$ cat config.mk
export PLATFORM = sky130hd
export DESIGN_NAME = psum_quant_packer
export DESIGN_NICKNAME = d
export VERILOG_FILES = /design/src/rtl/psum_quant_packer.sv
export SDC_FILE = /design/constraint.sdc
export NUM_CORES = 1
export LEC_CHECK = 0
export CORE_ASPECT_RATIO = 0.8
export CORE_UTILIZATION = 30
export DETAILED_ROUTE_END_ITERATION = 10
export PLACE_DENSITY = 0.47
export SETUP_SLACK_MARGIN = 0.3
export SKIP_LAST_GASP = 1
export SYNTH_ARGS = -nofsm -noshare
export SYNTH_HDL_FRONTEND = slang
export SYNTH_SLANG_ARGS = --single-unit
$ cat constraint.sdc
create_clock -name clk -period 3.1 [get_ports clk]
set_clock_uncertainty 0.05 [all_clocks]
set_input_delay 0.775 -clock clk [delete_from_list [all_inputs] [get_ports clk]]
set_output_delay 0.775 -clock clk [all_outputs]
set_load 0.05 [all_outputs]
$ cat src/rtl/psum_quant_packer.sv
// +----------------------------------------------------------------------------+
// | psum_quant_packer: requantizes MAC sums, packs lanes, buffers packed words. |
// | Revision: 1.0                                                               |
// +----------------------------------------------------------------------------+
`default_nettype none

module psum_quant_packer #(
  parameter int DATA_WIDTH = 8,
  parameter int IN_WIDTH   = DATA_WIDTH * 2 + 6,
  parameter int PACK       = 4,
  parameter int FIFO_DEPTH = 4
) (
  input  logic                       clk,
  input  logic                       rst_n,
  input  logic                       in_clear,
  input  logic                       in_valid,
  input  logic [IN_WIDTH-1:0]        in_data,
  input  logic [4:0]                 in_shift,
  input  logic                       in_last,
  output logic                       in_ready,
  output logic                       out_valid,
  output logic [PACK*DATA_WIDTH-1:0] out_data,
  output logic [PACK-1:0]            out_mask,
  output logic                       out_last,
  input  logic                       out_ready,
  output logic [15:0]                out_sat_count
);

  localparam int c_EXT_W  = IN_WIDTH + 1;
  localparam int c_WORD_W = PACK * DATA_WIDTH;
  localparam int c_LANE_W = (PACK > 1) ? $clog2(PACK) : 1;
  localparam int c_PTR_W  = $clog2(FIFO_DEPTH);
  localparam int c_CNT_W  = $clog2(FIFO_DEPTH + 1);

  localparam logic [c_LANE_W-1:0] c_LANE_LAST     = c_LANE_W'(PACK - 1);
  localparam logic [c_PTR_W-1:0]  c_PTR_LAST      = c_PTR_W'(FIFO_DEPTH - 1);
  localparam logic [c_CNT_W-1:0]  c_CNT_READY_MAX = c_CNT_W'(FIFO_DEPTH - 2);
  localparam logic [c_CNT_W-1:0]  c_CNT_FULL      = c_CNT_W'(FIFO_DEPTH);
  localparam logic signed [c_EXT_W-1:0] c_QMAX = c_EXT_W'((1 << (DATA_WIDTH - 1)) - 1);
  localparam logic signed [c_EXT_W-1:0] c_QMIN = ~c_QMAX;

  // ---------------------------------------------------------------------------
  // Quantizer: round-half-up arithmetic shift, then saturate
  // ---------------------------------------------------------------------------
  logic signed [c_EXT_W-1:0] w_ext;
  logic signed [c_EXT_W-1:0] w_rnd;
  logic signed [c_EXT_W-1:0] w_sum;
  logic signed [c_EXT_W-1:0] w_shr;
  logic                      w_sat_hi;
  logic                      w_sat_lo;
  logic                      w_sat;
  logic [DATA_WIDTH-1:0]     w_q;
  logic                      w_accept;

  // One extra bit of headroom keeps the rounding add from overflowing.
  assign w_ext    = {in_data[IN_WIDTH-1], in_data};
  assign w_rnd    = (in_shift != 5'd0) ? (c_EXT_W'(1) << (in_shift - 5'd1)) : '0;
  assign w_sum    = w_ext + w_rnd;
  assign w_shr    = w_sum >>> in_shift;
  assign w_sat_hi = (w_shr > c_QMAX);
  assign w_sat_lo = (w_shr < c_QMIN);
  assign w_sat    = w_sat_hi | w_sat_lo;
  assign w_q      = w_sat_hi ? c_QMAX[DATA_WIDTH-1:0] :
                    w_sat_lo ? c_QMIN[DATA_WIDTH-1:0] :
                               w_shr[DATA_WIDTH-1:0];

  assign w_accept = in_valid & in_ready;

  // ---------------------------------------------------------------------------
  // Stage S1
  // ---------------------------------------------------------------------------
  logic                  r_s1_valid;
  logic [DATA_WIDTH-1:0] r_s1_byte;
  logic                  r_s1_last;

  always_ff @(posedge clk or negedge rst_n) begin
    if (!rst_n) begin
      r_s1_valid <= 1'b0;
      r_s1_byte  <= '0;
      r_s1_last  <= 1'b0;
    end else if (in_clear) begin
      r_s1_valid <= 1'b0;
      r_s1_byte  <= '0;
      r_s1_last  <= 1'b0;
    end else begin
      r_s1_valid <= w_accept;
      if (w_accept) begin
        r_s1_byte <= w_q;
        r_s1_last <= in_last;
      end
    end
  end

  logic [15:0] r_sat_count;

  always_ff @(posedge clk or negedge rst_n) begin
    if (!rst_n) begin
      r_sat_count <= '0;
    end else if (in_clear) begin
      r_sat_count <= '0;
    end else if (w_accept && w_sat && (r_sat_count != 16'hFFFF)) begin
      r_sat_count <= r_sat_count + 16'd1;
    end
  end

  // ---------------------------------------------------------------------------
  // Packer
  // ---------------------------------------------------------------------------
  logic [c_LANE_W-1:0] r_lane;
  logic [c_WORD_W-1:0] r_word;
  logic [PACK-1:0]     r_mask;
  logic [c_WORD_W-1:0] w_word_next;
  logic [PACK-1:0]     w_lane_hit;
  logic [PACK-1:0]     w_mask_next;
  logic                w_push;

  for (genvar i = 0; i < PACK; i++) begin : g_lane
    assign w_lane_hit[i] = r_s1_valid & (r_lane == c_LANE_W'(i));
    assign w_word_next[DATA_WIDTH*i +: DATA_WIDTH] =
        w_lane_hit[i] ? r_s1_byte : r_word[DATA_WIDTH*i +: DATA_WIDTH];
  end

  assign w_mask_next = r_mask | w_lane_hit;
  assign w_push      = r_s1_valid & ((r_lane == c_LANE_LAST) | r_s1_last);

  always_ff @(posedge clk or negedge rst_n) begin
    if (!rst_n) begin
      r_lane <= '0;
      r_word <= '0;
      r_mask <= '0;
    end else if (in_clear || w_push) begin
      r_lane <= '0;
      r_word <= '0;
      r_mask <= '0;
    end else if (r_s1_valid) begin
      r_lane <= r_lane + 1'b1;
      r_word <= w_word_next;
      r_mask <= w_mask_next;
    end
  end

  // ---------------------------------------------------------------------------
  // Show-ahead output FIFO
  // ---------------------------------------------------------------------------
  logic [c_WORD_W-1:0] r_mem_data [FIFO_DEPTH];
  logic [PACK-1:0]     r_mem_mask [FIFO_DEPTH];
  logic                r_mem_last [FIFO_DEPTH];
  logic [c_PTR_W-1:0]  r_wr_ptr;
  logic [c_PTR_W-1:0]  r_rd_ptr;
  logic [c_CNT_W-1:0]  r_count;
  logic                w_do_pop;
  logic                w_do_push;
  logic [c_PTR_W-1:0]  w_wr_ptr_inc;
  logic [c_PTR_W-1:0]  w_rd_ptr_inc;

  assign w_do_pop     = (r_count != '0) & out_ready;
  assign w_do_push    = w_push & ((r_count != c_CNT_FULL) | w_do_pop);
  assign w_wr_ptr_inc = (r_wr_ptr == c_PTR_LAST) ? '0 : r_wr_ptr + 1'b1;
  assign w_rd_ptr_inc = (r_rd_ptr == c_PTR_LAST) ? '0 : r_rd_ptr + 1'b1;

  // Storage carries no reset; every output is gated by the occupancy count.
  always_ff @(posedge clk) begin
    if (w_do_push && !in_clear) begin
      r_mem_data[r_wr_ptr] <= w_word_next;
      r_mem_mask[r_wr_ptr] <= w_mask_next;
      r_mem_last[r_wr_ptr] <= r_s1_last;
    end
  end

  always_ff @(posedge clk or negedge rst_n) begin
    if (!rst_n) begin
      r_wr_ptr <= '0;
      r_rd_ptr <= '0;
      r_count  <= '0;
    end else if (in_clear) begin
      r_wr_ptr <= '0;
      r_rd_ptr <= '0;
      r_count  <= '0;
    end else begin
      if (w_do_push) begin
        r_wr_ptr <= w_wr_ptr_inc;
      end
      if (w_do_pop) begin
        r_rd_ptr <= w_rd_ptr_inc;
      end
      case ({w_do_push, w_do_pop})
        2'b10:   r_count <= r_count + 1'b1;
        2'b01:   r_count <= r_count - 1'b1;
        default: r_count <= r_count;
      endcase
    end
  end

  assign in_ready      = ~in_clear & (r_count <= c_CNT_READY_MAX);
  assign out_valid     = (r_count != '0);
  assign out_data      = out_valid ? r_mem_data[r_rd_ptr] : '0;
  assign out_mask      = out_valid ? r_mem_mask[r_rd_ptr] : '0;
  assign out_last      = out_valid ? r_mem_last[r_rd_ptr] : 1'b0;
  assign out_sat_count = r_sat_count;

endmodule

`default_nettype wire

# [Word-level counts from Yosys, hierarchy flattened]
# Memory sizes are Yosys's and may differ from the RTL's.
# Index checks and enable logic that the tools add are counted.
[classes] n_addsub=8 magnitude_cmp=3 eq_ne=9 n_shift=2 mux=33 n_bitwise=14 reduce_logical=14
[ops] op="$mux 32" n=3
[ops] op="$mux 8" n=8
[ops] op="$mux 16" n=2
[ops] op="$add 22x23->23" n=1
[ops] op="$gt 23x8->1 const B" n=1
[ops] op="$lt 23x8->1 const B" n=1
[ops] op="$mux 23" n=1
[ops] op="$shl 1x5->23 const A" n=1
[ops] op="$sshr 23x5->23" n=1
[ops] op="$add 16x1->16 const B" n=1
[ops] op="$mux 2" n=8
[ops] op="$ne 16x16->1 const B" n=1
[ops] op="$mux 4" n=3
[ops] op="$eq 2x2->1 const B" n=5
[ops] op="$reduce_bool 2->1" n=5
[ops] op="$and 1x1->1" n=9
[ops] op="$add 2x1->2 const B" n=3
[ops] op="$mux 1" n=6
[ops] op="$pmux 3 s2" n=1
[ops] op="$reduce_bool 3->1" n=2
[ops] op="$reduce_bool 5->1" n=1
[ops] op="$sub 5x1->5 const B" n=1
[ops] op="$eq 2x1->1 const B" n=2
[ops] op="$or 4x4->4" n=1
[ops] op="other kinds (11)" n=15
[totals] ff_bits=71 mem_bits_rw=148 input_bits=33 mem_count=3
[mem_list] name="r_mem_data" depth=4 width=32 rd=1 rd_ports_with_merged_regs=0 write_ports=1 line="145" text="logic [c_WORD_W-1:0] r_mem_data [FIFO_DEPTH];"
[mem_list] name="r_mem_mask" depth=4 width=4 rd=1 rd_ports_with_merged_regs=0 write_ports=1 line="146" text="logic [PACK-1:0] r_mem_mask [FIFO_DEPTH];"
[mem_list] name="r_mem_last" depth=4 width=1 rd=1 rd_ports_with_merged_regs=0 write_ports=1 line="147" text="logic r_mem_last [FIFO_DEPTH];"

# [Logic depth before layout (Yosys ltp)]
[depth] word_depth=11 depth_mapped=22 ltp_nobuf=17

# [Worst setup path after synthesis]
# Ideal clock, no wire load.
[synth_path] path_type="in2reg" from="in in_shift[1]" to="reg r_sat_count[4] (netlist: out_sat_count[4])" setup_ns=0.076 arrival_ns=5.636 required_time_ns=2.974 path_slack_ns=-2.663 stages=21 path_buffers=4 path_cell_list="clkbuf_1 > clkinv_1 > nand2_1 > buf_1 > nor2_1 > ha_1 > fa_1 > a211oi_2 > o211ai_1 > a211oi_2 > o221ai_1 > xnor2_1 > o211ai_1 > mux2i_1 > a2111o_1 > or4_4 > o31ai_4 > buf_6 > buf_6 > o31ai_1 > a21oi_2"
[synth_between] elab_chain_len=10
[synth_rtl] element="from (decl)" line="18" text="input logic [4:0] in_shift,"
[synth_rtl] element="$sub 5x1->5" line="57" text="assign w_rnd = (in_shift != 5'd0) ? (c_EXT_W'(1) << (in_shift - 5'd1)) : '0;"
[synth_rtl] element="$shl 1x5->23" line="57"
[synth_rtl] element="$mux 23" line="57"
[synth_rtl] element="$add 22x23->23" line="58" text="assign w_sum = w_ext + w_rnd;"
[synth_rtl] element="$sshr 23x5->23 (*)" line="59" text="assign w_shr = w_sum >>> in_shift;"
[synth_rtl] element="$gt 23x8->1 or $lt 23x8->1 (tied branches)" line="60, 61"
[synth_rtl] element="$or 1x1->1 (*)" line="62" text="assign w_sat = w_sat_hi | w_sat_lo;"
[synth_rtl] element="$logic_and 1x1->1 (*) (2 in series)" line="101" text="end else if (w_accept && w_sat && (r_sat_count != 16'hFFFF)) begin"
[synth_rtl] element="$reduce_bool 2->1 (no source line) (*)"
[synth_rtl] element="to (signal assigned)" line="102" text="r_sat_count <= r_sat_count + 16'd1;"
[synth_rtl] element="to (decl)" line="94" text="logic [15:0] r_sat_count;"
# Every way passes the cells marked *; elsewhere a longest branch is shown, timed or not.
# A chain may end at the register's enable or synchronous reset.

# [Worst setup path in the final report]
[layout_path] from="in in_shift[1]" to="reg r_sat_count[5] (netlist: out_sat_count[5])"
# Same word-level chain as after synthesis.

==> out/qor.yml <==
hold_class: "in2async"
drv_slew: 0
drc: 0
drv_cap: 0
synth_flop_cell: "edfxtp_1"
core-area_um2: 42000
synth_fp_nets: 1187
cts_root_buffer: "clkbuf_16"
wire_per_inst_um: 19.7
power_density_nw_per_um2: 381
tightestPinTransition_ns: 0.681
layout_setup_ws_ns: -1.67
violations: "setup timing"
grt_pass1_vias: 10637
ir_drop_uv: 342
gp_congestion: 0.900
insertion_delay_ns: 0.51
dp_slack_ns: -2.86
yosysSeqAreaShare: 0.485
fin_crit_sh: 1.54
htreeDepth: 1
p_leak_nw: 6.83
die_x_um: 233
grt-ovfl-total: 0
initialDrtViolationCount: 995
rsz0062_at_grt: "true"
syn_to_final_growth_pct: 43.8
finalInstanceArea_um2: 18500
final_cells: 2010
synth_area_per_cell_um2: 11.5
worstPathArrival_ns: 5.16
end_kind: "flop"
async_flop_share: 0.324
ant_nets: 0
dr.pass1.iters: 5
cts_num_sinks: 219
dpl.hpwl_mm: 27.6
nNetsFinal: 1509
numCtsBuffers: 22
clk_pin_slew_ns: 0.06
yosys_warnings: 0
dp_cells: 1927
worst-setup-path-type: "in2reg"
die_h_um: 187
postPlaceCellArea_um2: 16600
grt_max_degree: 50
final_core_util: 0.439
finalCriticalPeriod_ns: 4.77
antenna_cells: 0
rows: 67
final_hold_viol_count: 0
start_util: 0.306
ys_seq_elements: 219
ctsHoldBuffers: 0
syn_inst: 1120
hold-worst-slack_ns: 0.248
cts_tree: "done"
finalSetupViolCount: 23
max-clock-path-buffers: 3
viasPerCell: 5.33
antenna_found_initial: 0
status: "finished with violations"
die-area_um2: 43600
drt-total-wl_mm: 39.5
syn_area_um2: 12800
most-common-layout-cells: "249 x buf_4, 148 x edfxtp_1, 87 x nand2_1"
crit_fanout: 8
timing.max_slew.rel_slack: 0.546
io_buffers: 87
synth-edff-count: 148
grt_pass1_wl_mm: 62.1
vias: 10718
grtUsageTotal: 0.182
cp-start-kind: "input port"
synth_cell_types: 90
max_freq_mhz: 210
drive_gt1_frac: 0.416
critPathRequiredTime_ns: 3.49
mostFrequentLayoutCell: "buf_4"
boundaryPins: 88
flip-flops by register name, indices dropped and copies added (netlist names), 2 cells and up:
signal / count
r_mem_mask: 16
r_mem_data: 128
r_s1_byte: 8
r_mem_last: 4
r_count: 3
out_sat_count: 16
r_word: 32
r_mask: 4
r_wr_ptr: 2
r_rd_ptr: 2
r_lane: 2
area by class of cell:
class | count | area, um2
multi-input cells | 805 | 6920
inverters | 20 | 92.6
clock inverters | 11 | 95.1
fillers | 3918 | 23500
clock buffers | 29 | 577
repair buffers | 374 | 3860
flip-flops and latches | 219 | 6230
well taps | 552 | 691
Yosys cell counts, types with 13 or more instances:
library cell	number	area share
dfrtp_1	71	0.14
a21oi_2	15	0.010
a32o_1	35	0.027
clkbuf_1	48	0.014
a211oi_1	18	0.011
mux2i_1	15	0.012
edfxtp_1	148	0.35
o211ai_1	19	0.011
o31ai_1	13	0.0076
nand3_1	19	0.0074
mux4_2	39	0.068
mux2_2	38	0.033
ha_1	32	0.031
nand2_1	99	0.029
a21oi_1	59	0.023
xnor2_1	14	0.0096
buf_2	13	0.0051
and2_1	46	0.022
inv_1	17	0.0050
nor2_1	82	0.024
o21ai_0	33	0.013
nor3_1	20	0.0078
critical path: stages:
cell and delay [ns]:
buf_6 0.09, buf_12 0.13, nand2_2 0.18, buf_4 0.19, nor2_1 0.05, ha_2 0.39
buf_4 0.14, a21oi_2 0.05, buf_4 0.15, o21ai_2 0.18, buf_4 0.18, nor3b_1 0.05
a31oi_1 0.19, nand3_2 0.19, or3_1 0.45, a211o_1 0.32, o211a_1 0.15, o31a_2 0.39
o31ai_4 0.29, buf_6 0.18, buf_12 0.12, o31a_1 0.14, o21a_1 0.13
repair_timing:
action | in CTS | in global routing
setup buffers | 27 | 9
gates resized for setup | 163 | 36
gates cloned | 7 | 0
pin swaps | 36 | 8
setup endpoints to repair | 61 | 62
where the power goes:
group	switching, mW	internal, mW
registers	0.0398	3.14
clock network	1.10	1.41
logic	0.717	0.636
total	1.85	5.18
worst paths after layout:
check                      slack, ns  depth (start not counted)             start                to
max in group asynchronous       2.16                          2             rst_n        r_word[29]
min                             0.25                          1             rst_n  out_sat_count[4]
min reg2reg                     0.44                          1        r_word[17]        r_word[17]
min in group clk                0.44                          1        r_word[17]        r_word[17]
max                            -1.67                         23       in_shift[1]  out_sat_count[5]
max reg2reg                     0.07                         13  out_sat_count[5]  out_sat_count[8]
logic make-up (layout without fill, tap and decap cells):
logic type,after synthesis,after routing,synth area share
AOI/OAI and AO/OA,320,320,0.188
xor gates and xnor gates,21,21,0.0155
adders and majority gates,34,34,0.0343
buffers and inverters,96,434,0.0314
DFF,219,219,0.485
muxes,92,92,0.113
and+or+nand+nor,338,338,0.133
routing by layer:
metal,GRT usage,part of all wire
met5,0,0
met4,0.0231,0.0087
met3,0.0247,0.054
met2,0.269,0.44
met1,0.288,0.50
metrics by stage:
stage	setup TNS [ns]	total power, mW
floorplan	-45.45	3.85
global placement	-65.85	4.43
detailed placement	-66.11	4.43
CTS	-35.22	7.07
global route	-40.78	7.34
finish	-37.01	7.03
No activity file was read; power rests on OpenSTA's default activity.
